<file path="config.mk">
export PLATFORM = sky130hd
export DESIGN_NAME = imem_loader_flat
export DESIGN_NICKNAME = d
export VERILOG_FILES = /design/src/rtl/imem_loader_if.sv /design/src/rtl/imem_loader.sv /design/src/flat_wrapper.sv
export SDC_FILE = /design/constraint.sdc
export NUM_CORES = 1
export LEC_CHECK = 0
export ABC_AREA = 0
export CAP_MARGIN = 20
export CORE_MARGIN = 1
export CORE_UTILIZATION = 51
export DETAILED_ROUTE_END_ITERATION = 10
export GPL_TIMING_DRIVEN = 0
export PLACE_DENSITY = 0.81
export SETUP_SLACK_MARGIN = 0.4
export SYNTH_ARGS = -nofsm -noshare
export SYNTH_HDL_FRONTEND = slang
export SYNTH_SLANG_ARGS = --single-unit
</file>
<file path="constraint.sdc">
create_clock -name clk -period 1.85 [get_ports clk]
set_clock_uncertainty 0.15 [all_clocks]
set_input_delay 0.185 -clock clk [delete_from_list [all_inputs] [get_ports clk]]
set_output_delay 0.185 -clock clk [all_outputs]
set_load 0.02 [all_outputs]
</file>
<file path="src/rtl/imem_loader_if.sv">
// imem_loader_if: byte-stream receive port and instruction-memory write port
// of the loader, bundled as one interface.
//   rx_data/rx_valid/rx_ready : valid/ready byte stream into the loader
//   imem_we/imem_waddr/imem_wdata : word write port toward instruction memory
//   imem_rdata : combinational read-back at imem_waddr (IMEM_LOADER_READBACK_EN only)
// master = loader side, slave = byte source / memory side.
interface imem_loader_if #(
  parameter int unsigned ADDR_WIDTH = 8
);
  logic [7:0]            rx_data;
  logic                  rx_valid;
  logic                  rx_ready;
  logic                  imem_we;
  logic [ADDR_WIDTH-1:0] imem_waddr;
  logic [31:0]           imem_wdata;
`ifdef IMEM_LOADER_READBACK_EN
  logic [31:0]           imem_rdata;

  modport master (
    input  rx_data, rx_valid, imem_rdata,
    output rx_ready, imem_we, imem_waddr, imem_wdata
  );
  modport slave (
    output rx_data, rx_valid, imem_rdata,
    input  rx_ready, imem_we, imem_waddr, imem_wdata
  );
`else
  modport master (
    input  rx_data, rx_valid,
    output rx_ready, imem_we, imem_waddr, imem_wdata
  );
  modport slave (
    output rx_data, rx_valid,
    input  rx_ready, imem_we, imem_waddr, imem_wdata
  );
`endif
endinterface

</file>
<file path="src/rtl/imem_loader.sv">
// imem_loader: receives a framed program image (MAGIC, CNT_LO, CNT_HI,
// CNT*4 little-endian data bytes, CHK) and writes it word by word into
// instruction memory from address 0, holding the core while loading.
//   clk, res  : clock, synchronous active-high reset
//   bus       : imem_loader_if.master (byte stream in, imem write port out)
//   cpu_hold  : core reset request while loading or after a rejected image
//   load_done : sticky, last image loaded and checksum verified
//   load_err  : sticky, last image rejected
// Optional macro IMEM_LOADER_READBACK_EN: verify each written word through
// bus.imem_rdata the cycle after the write (one stall cycle per word).
module imem_loader #(
  parameter int unsigned ADDR_WIDTH = 8,
  parameter logic [7:0]  MAGIC      = 8'hA5
) (
  input  logic           clk,
  input  logic           res,
  imem_loader_if.master  bus,
  output logic           cpu_hold,
  output logic           load_done,
  output logic           load_err
);

  localparam int unsigned WORD_AW  = ADDR_WIDTH - 2;
  localparam logic [16:0] CAPACITY = 17'(1) << WORD_AW;

  typedef enum logic [2:0] {
    S_IDLE, S_CNT_LO, S_CNT_HI, S_DATA, S_CHK, S_ERR
  } state_t;

  state_t                state_q, state_d;
  logic [7:0]            cnt_lo_q, cnt_lo_d;
  logic [15:0]           words_left_q, words_left_d;
  logic [1:0]            lane_q, lane_d;
  logic [23:0]           asm_q, asm_d;
  logic [7:0]            chk_q, chk_d;
  logic [WORD_AW-1:0]    waddr_q, waddr_d;
  logic                  rx_ready_q, rx_ready_d;
  logic                  we_q, we_d;
  logic [ADDR_WIDTH-1:0] imem_waddr_q, imem_waddr_d;
  logic [31:0]           wdata_q, wdata_d;
  logic                  hold_q, hold_d;
  logic                  done_q, done_d;
  logic                  err_q, err_d;
  logic                  accept;
  logic [16:0]           count;
`ifdef IMEM_LOADER_READBACK_EN
  logic                  cmp_q, cmp_d;
`endif

  assign accept         = bus.rx_valid & rx_ready_q;
  assign count          = {1'b0, bus.rx_data, cnt_lo_q};
  assign bus.rx_ready   = rx_ready_q;
  assign bus.imem_we    = we_q;
  assign bus.imem_waddr = imem_waddr_q;
  assign bus.imem_wdata = wdata_q;
  assign cpu_hold       = hold_q;
  assign load_done      = done_q;
  assign load_err       = err_q;

  // Next-state and next-output logic
  always_comb begin
    state_d      = state_q;
    cnt_lo_d     = cnt_lo_q;
    words_left_d = words_left_q;
    lane_d       = lane_q;
    asm_d        = asm_q;
    chk_d        = chk_q;
    waddr_d      = waddr_q;
    rx_ready_d   = 1'b1;
    we_d         = 1'b0;
    imem_waddr_d = imem_waddr_q;
    wdata_d      = wdata_q;
    hold_d       = hold_q;
    done_d       = done_q;
    err_d        = err_q;
`ifdef IMEM_LOADER_READBACK_EN
    cmp_d        = 1'b0;
`endif

    case (state_q)
      S_IDLE, S_ERR: begin
        if (accept && bus.rx_data == MAGIC) begin
          hold_d  = 1'b1;
          done_d  = 1'b0;
          err_d   = 1'b0;
          waddr_d = '0;
          chk_d   = '0;
          lane_d  = '0;
          state_d = S_CNT_LO;
        end
      end
      S_CNT_LO: begin
        if (accept) begin
          cnt_lo_d = bus.rx_data;
          chk_d    = chk_q ^ bus.rx_data;
          state_d  = S_CNT_HI;
        end
      end
      S_CNT_HI: begin
        if (accept) begin
          chk_d = chk_q ^ bus.rx_data;
          if (count > CAPACITY) begin
            err_d   = 1'b1;
            state_d = S_ERR;
          end else if (count == 17'd0) begin
            state_d = S_CHK;
          end else begin
            words_left_d = count[15:0];
            lane_d       = '0;
            state_d      = S_DATA;
          end
        end
      end
      S_DATA: begin
        if (accept) begin
          chk_d  = chk_q ^ bus.rx_data;
          lane_d = lane_q + 2'd1;
          case (lane_q)
            2'd0: asm_d[7:0]   = bus.rx_data;
            2'd1: asm_d[15:8]  = bus.rx_data;
            2'd2: asm_d[23:16] = bus.rx_data;
            default: begin
              // Fourth byte completes the word: issue the write next cycle
              we_d         = 1'b1;
              wdata_d      = {bus.rx_data, asm_q};
              imem_waddr_d = {waddr_q, 2'b00};
              waddr_d      = waddr_q + WORD_AW'(1);
              words_left_d = words_left_q - 16'd1;
              if (words_left_q == 16'd1) state_d = S_CHK;
            end
          endcase
        end
      end
      S_CHK: begin
        if (accept) begin
          if (bus.rx_data == chk_q) begin
            done_d  = 1'b1;
            hold_d  = 1'b0;
            state_d = S_IDLE;
          end else begin
            err_d   = 1'b1;
            state_d = S_ERR;
          end
        end
      end
      default: state_d = S_IDLE;
    endcase

`ifdef IMEM_LOADER_READBACK_EN
    // Stall one cycle after each write to compare; also keep CHK from
    // being accepted before the last word has been verified.
    if (we_q) begin
      cmp_d      = 1'b1;
      rx_ready_d = 1'b0;
    end
    if (we_d && state_d == S_CHK) rx_ready_d = 1'b0;
    if (cmp_q && bus.imem_rdata != wdata_q) begin
      state_d = S_ERR;
      err_d   = 1'b1;
      hold_d  = 1'b1;
      done_d  = 1'b0;
      we_d    = 1'b0;
    end
`endif
  end

  // State and output registers
  always_ff @(posedge clk) begin
    if (res) begin
      state_q      <= S_IDLE;
      cnt_lo_q     <= '0;
      words_left_q <= '0;
      lane_q       <= '0;
      asm_q        <= '0;
      chk_q        <= '0;
      waddr_q      <= '0;
      rx_ready_q   <= 1'b1;
      we_q         <= 1'b0;
      imem_waddr_q <= '0;
      wdata_q      <= '0;
      hold_q       <= 1'b0;
      done_q       <= 1'b0;
      err_q        <= 1'b0;
`ifdef IMEM_LOADER_READBACK_EN
      cmp_q        <= 1'b0;
`endif
    end else begin
      state_q      <= state_d;
      cnt_lo_q     <= cnt_lo_d;
      words_left_q <= words_left_d;
      lane_q       <= lane_d;
      asm_q        <= asm_d;
      chk_q        <= chk_d;
      waddr_q      <= waddr_d;
      rx_ready_q   <= rx_ready_d;
      we_q         <= we_d;
      imem_waddr_q <= imem_waddr_d;
      wdata_q      <= wdata_d;
      hold_q       <= hold_d;
      done_q       <= done_d;
      err_q        <= err_d;
`ifdef IMEM_LOADER_READBACK_EN
      cmp_q        <= cmp_d;
`endif
    end
  end

endmodule

</file>
<file path="src/flat_wrapper.sv">
// flat-port wrapper written by rule: the top's interface ports become plain ports
module imem_loader_flat 
#(
  parameter int unsigned ADDR_WIDTH = 8,
  parameter logic [7:0]  MAGIC      = 8'hA5
)
  (clk, res, cpu_hold, load_done, load_err, bus_rx_data, bus_rx_valid, bus_rx_ready, bus_imem_we, bus_imem_waddr, bus_imem_wdata);
  imem_loader_if #(.ADDR_WIDTH(ADDR_WIDTH)) bus_i ();
  input  logic clk;
  input  logic res;
  output logic cpu_hold;
  output logic load_done;
  output logic load_err;
  input wire logic [$bits(bus_i.rx_data)-1:0] bus_rx_data;
  input wire logic [$bits(bus_i.rx_valid)-1:0] bus_rx_valid;
  output wire logic [$bits(bus_i.rx_ready)-1:0] bus_rx_ready;
  output wire logic [$bits(bus_i.imem_we)-1:0] bus_imem_we;
  output wire logic [$bits(bus_i.imem_waddr)-1:0] bus_imem_waddr;
  output wire logic [$bits(bus_i.imem_wdata)-1:0] bus_imem_wdata;
  assign bus_i.rx_data = bus_rx_data;
  assign bus_i.rx_valid = bus_rx_valid;
  assign bus_rx_ready = bus_i.rx_ready;
  assign bus_imem_we = bus_i.imem_we;
  assign bus_imem_waddr = bus_i.imem_waddr;
  assign bus_imem_wdata = bus_i.imem_wdata;
  imem_loader #(.ADDR_WIDTH(ADDR_WIDTH), .MAGIC(MAGIC)) u_core (.clk(clk), .res(res), .bus(bus_i), .cpu_hold(cpu_hold), .load_done(load_done), .load_err(load_err));
endmodule
</file>
After elaboration in Yosys (flattened, before gate mapping)
Cells that the tools add are included.
{ "totals": {"inputBits": 11, "out_inout_bits": 45, "ff_bits": 109} }
{ "op_classes": {"reduce_logical": 26, "n_addsub": 3, "bitwise": 4, "n_mux": 44, "n_eq_ne": 23, "order_cmp": 1} }
{ "ops": {"columns": ["op", "n"], "rows": [
  ["two-way mux 16 bit", 5],
  ["case mux 16 bit (2 select lines)", 1],
  ["two-way mux 3 bit", 10],
  ["two-way mux 6 bit", 3],
  ["AND reduction 6 bit", 3],
  ["zero test 17 bit", 1],
  ["== test 16 x 1 -> 1 bit, second input constant", 1],
  ["greater-than comparator 16 x 7 -> 1 bit, second input constant", 1],
  ["two-way mux 8 bit", 2],
  ["inequality test 2 bit, second input constant", 8],
  ["case mux 8 bit (2 select lines)", 1],
  ["subtractor 16 x 1 -> 16 bit, second input constant", 1],
  ["case mux 3 bit (5 select lines)", 1],
  ["AND reduction 3 bit", 5],
  ["case mux 6 bit (2 select lines)", 1],
  ["two-way mux 1 bit", 11],
  ["two-way mux 2 bit", 5],
  ["inequality test 2 x 1 -> 1 bit, second input constant", 5],
  ["OR reduction 3 bit", 3],
  ["== test 8 bit", 1],
  ["== test 8 bit, second input constant", 1],
  ["AND reduction 4 bit", 2],
  ["nonzero test 2 bit", 4],
  ["bitwise XOR 8 bit", 1],
  ["18 further kinds", 24]
]} }

Longest topological paths before layout
{ "depth": {"word_depth": 5, "ltp_mapped": 9, "ltp_nobuf": 8} }

Least setup slack after synthesis
No wires, ideal clock.
{ "synth_path": {"path_type": "input to register", "start": "input port bus_rx_data[1]", "end": "register u_core.lane_q[0]", "cell_stages": 7, "setup_slack_ps": -185, "setup_time_ps": 121, "arrival_time_ps": 1765, "n_path_buf": 1, "path_cell_list": "buf_6 > nor4_4 > nand4_4 > or4_4 > nand2_4 > a311oi_2 > mux2_2"} }
{ "synth_between": {"elab_chain_cells": 4} }
{ "synth_lines": {"columns": ["element", "line_no", "rtl"], "rows": [
  ["start, declared", "flat_wrapper.sv:14", "input wire logic [$bits(bus_i.rx_data)-1:0] bus_rx_data;"],
  ["branches (longest 3 deep; another with greater-than comparator 16 x 7 -> 1 bit)", null, null],
  ["AND reduction 6 bit (no line) *", null, null],
  ["end signal, assigned", "imem_loader.sv:191", "lane_q <= lane_d;"],
  ["end, declared", "imem_loader.sv:33", "logic [1:0] lane_q, lane_d;"]
]} }
Every way passes the cells marked *.
A chain may end at the register's enable or synchronous reset.

Final worst setup path
{ "layout_path": {"start": "register u_core.cnt_lo_q[4]", "end": "register u_core.words_left_q[6]"} }
{ "layout_between": {"elab_chain_cells": 3} }
{ "layout_lines": {"columns": ["element", "line_no", "rtl"], "rows": [
  ["start, declared", "imem_loader.sv:31", "logic [7:0] cnt_lo_q, cnt_lo_d;"],
  ["start signal, assigned", "imem_loader.sv:189", "cnt_lo_q <= cnt_lo_d;"],
  ["greater-than comparator 16 x 7 -> 1 bit / zero test 17 bit (equally long branches)", "imem_loader.sv:102, imem_loader.sv:105", null],
  ["inequality test 2 bit (no line)", null, null],
  ["AND reduction 6 bit (no line) *", null, null],
  ["end signal, assigned", "imem_loader.sv:190", "words_left_q <= words_left_d;"],
  ["end, declared", "imem_loader.sv:32", "logic [15:0] words_left_q, words_left_d;"]
]} }
Mark *: on every way between the ends. The rest lies on a longest branch, timed or not.

==> results.tsv <==
metric	value	unit
finalNetCount	771	
dr_total_vias	6364	
yosys_warnings	0	
antenna_cells	0	
seq_area_frac_synth	44.0	%
synth_top_area_share	44.0	%
syn_area	0.00496	mm^2
wirelength	26100	um
cts.path.max_buffers	2	
drive_above_1_share	51.6	%
layout.cells.non_filler	887	
holdWs	50.2	ps
portBuffers	45	
max_slew.worst_pin.slew	1020	ps
clkTransAtPathRegs	120	ps
ys_ff_latch	109	
crit_path_start_kind	register	
clockRootBuffer	clkbuf_8	
comb_power_share	26.2	%
grt_pass1_wl	31600	um
fillCellCount	326	
critPathSlowestCell	o31a_1	
p_leak	0.00303	uW
synth.distinct_cells	60	
drv_slew	0	
core	0.00933	mm^2
cts_sinks	109	
clk_latency	410	ps
worst_ir_drop_vdd	0.000671	V
use_met1	48.1	%
hold_depth	4	
setup-violations-final	83	
fp-row-count	35	
die_w	101	um
crit_path_max_fanout	6	
internal_power	3560	uW
synth_area_leader_cell	dfxtp_1	
synth_cells	622	
synth.area.top_cells	dfxtp_1 44%, nand2_1 11%, a21oi_1 9.8%	
relSlewSlack	31.7	%
gp_congestion	0.893	
worst_ep_required_time	2060	ps
finalCriticalPeriod	2390	ps
htreeDepth	3	
synth.most_common_cell	nand2_1	
grt_use_met2	66.0	%
path_cells	nor4_2, nand2_1, buf_6, xnor2_4, o31a_1, buf_4, nor3_1, a31o_2	
die_h	101	um
via_per_inst	7.17	
area_delta_synth_final	64.5	%
yosys-top-cells-count	145 x nand2_1, 109 x dfxtp_1, 97 x a21oi_1	
synthArstFlopShare	0	%
cp-end-kind	register	
fmax	418	MHz
dp_slack	-836	ps
drt_first_pass_iters	7	
arrival	2600	ps
ant_nets	0	
die_area	0.0101	mm^2
cap_violations	0	
power.density	668	mW/mm^2
violations	negative setup slack	
drtIter0Drc	886	
finalCritPeriodShare	129	%
cts_tree	yes	
track_usage	41.3	%
dp_cells	797	
post-route-drc-count	0	
antenna_found_initial	0	
synth_edf_count	0	
synth_ff_type	dfxtp_1	
r2r_cells	8	
hold_class	input port to register	
cpPeakStageDelay	440	ps
grt_pass1_vias	5749	
grt_busiest_layer	met2	
switchingPower	1900	uW
numCtsBuffers	9	
status	finished with violations	
power_frac_seq	45.4	%
rsz0062_at_grt	yes	
avgSynthCellArea	7.98	um^2
place_hpwl	9200	um
overflow	0	
start_util	53.2	%
fin_ws	-542	ps
gr-usage-met3	10.5	%
boundaryPins	56	
wl_per_cell	29.4	um
hold_viol_final	0	
switching_share	34.8	%
clkPwrFrac	28.4	%
worstSetupPathType	register to register	
grt_max_degree	22	
## stage by stage
step	cell area, um^2	util, %	total power, uW	setup TNS, ps
finish	8170	87.6	5460	-12730
global route	8170	87.6	5530	-13080
CTS	7450	79.9	4900	-1370
detailed placement	5870	62.9	3190	-33630
global placement	5870	62.9	3170	-30280
floorplan	5250	-	3030	-740
## flip-flops by register name, indices dropped and copies added, names as in the netlist
name	cells
u_core.asm_q	24
u_core.words_left_q	16
u_core.bus.imem_waddr	6
u_core.load_err	1
u_core.cnt_lo_q	8
u_core.chk_q	8
u_core.cpu_hold	1
u_core.lane_q	2
u_core.bus.imem_we	1
u_core.state_q	3
u_core.waddr_q	6
u_core.load_done	1
u_core.bus.imem_wdata	32
## worst paths after layout
| check | from | slack [ps] | endpoint |
|---|---|---|---|
| worst min-delay path | bus_rx_data[3] | 50 | u_core.chk_q[3]$_SDFFE_PP0P_ |
| worst max-delay path | u_core.cnt_lo_q[4]$_SDFFE_PP0P_ | -540 | u_core.words_left_q[6]$_SDFFE_PP0P_ |
| worst min register to register | u_core.asm_q[12]$_SDFFE_PP0P_ | 330 | u_core.bus.imem_wdata[12]$_SDFFE_PP0P_ |
| worst max register to register | u_core.cnt_lo_q[4]$_SDFFE_PP0P_ | -540 | u_core.words_left_q[6]$_SDFFE_PP0P_ |
## worst max-delay path: cells and delay by family, from the launching register on
family | cells | cell delay, ps
buffers and inverters | 2 | 360
and+or+nand+nor | 3 | 690
xor gates and xnor gates | 1 | 160
AOI/OAI and AO/OA | 2 | 570
DFF | 1 | 400
## layer usage
metal	share of wire (%)	routed length, um
met1	33	8510
met3	14	3720
met4	10	2730
met2	42	11100
met5	0.15	38
## cell type report
cell class / count / area (um^2) / area share, %
Inverter: 7 / 26.3 / 0.322
Timing Repair Buffer: 119 / 1180 / 14.4
Clock inverter: 7 / 72.6 / 0.889
Tap cell: 129 / 161 / 1.98
Clock buffer: 9 / 124 / 1.52
Multi-Input combinational cell: 455 / 3770 / 46.1
Buffer: 52 / 638 / 7.81
Sequential cell: 109 / 2200 / 27.0
## power by group through the flow
| stage | clock network [uW] | logic, uW | registers [uW] |
|---|---|---|---|
| 4_1_cts | 1450 | 1000 | 2440 |
| 3_3_place_gp | 0 | 672 | 2490 |
| 5_1_grt | 1600 | 1450 | 2480 |
| 2_1_floorplan | 0 | 537 | 2490 |
| 6_report | 1550 | 1430 | 2480 |
| 3_5_place_dp | 0 | 689 | 2500 |
## cells by family after synthesis
group           Yosys count  share of synthesized area (%)
compound gates          158                           18.7
flops                   109                           44.0
mux                       2                          0.429
fa+ha+maj                 7                           1.76
other cells               2                          0.151
xor+xnor                 14                           2.47
simple gates            271                           25.8
buf+inv                  59                           6.73
## cell usage in the layout (no fill, tap or decap), types with 11 or more instances in the layout
master,Yosys,routed
dfxtp_1,109,97
nand2_1,145,76
a21oi_2,0,67
nand2_4,1,48
buf_4,4,36
nor2_1,36,31
a21oi_1,97,28
buf_6,6,25
clkbuf_2,0,25
nand3_4,0,21
nand2_2,0,19
clkbuf_8,5,17
o21ai_2,0,15
clkbuf_16,0,12
xor2_1,12,12
clkdlybuf4s15_1,0,11
## repair_timing
action	4_1_cts	5_1_grt
setup endpoints to repair	151	141
endpoints found under the hold margin	31	0
resized for setup	273	202
pin swaps	121	56
cloned	11	1
buffers inserted	35	18
hold buffers	9	0
No activity file was read; power rests on OpenSTA's default activity.
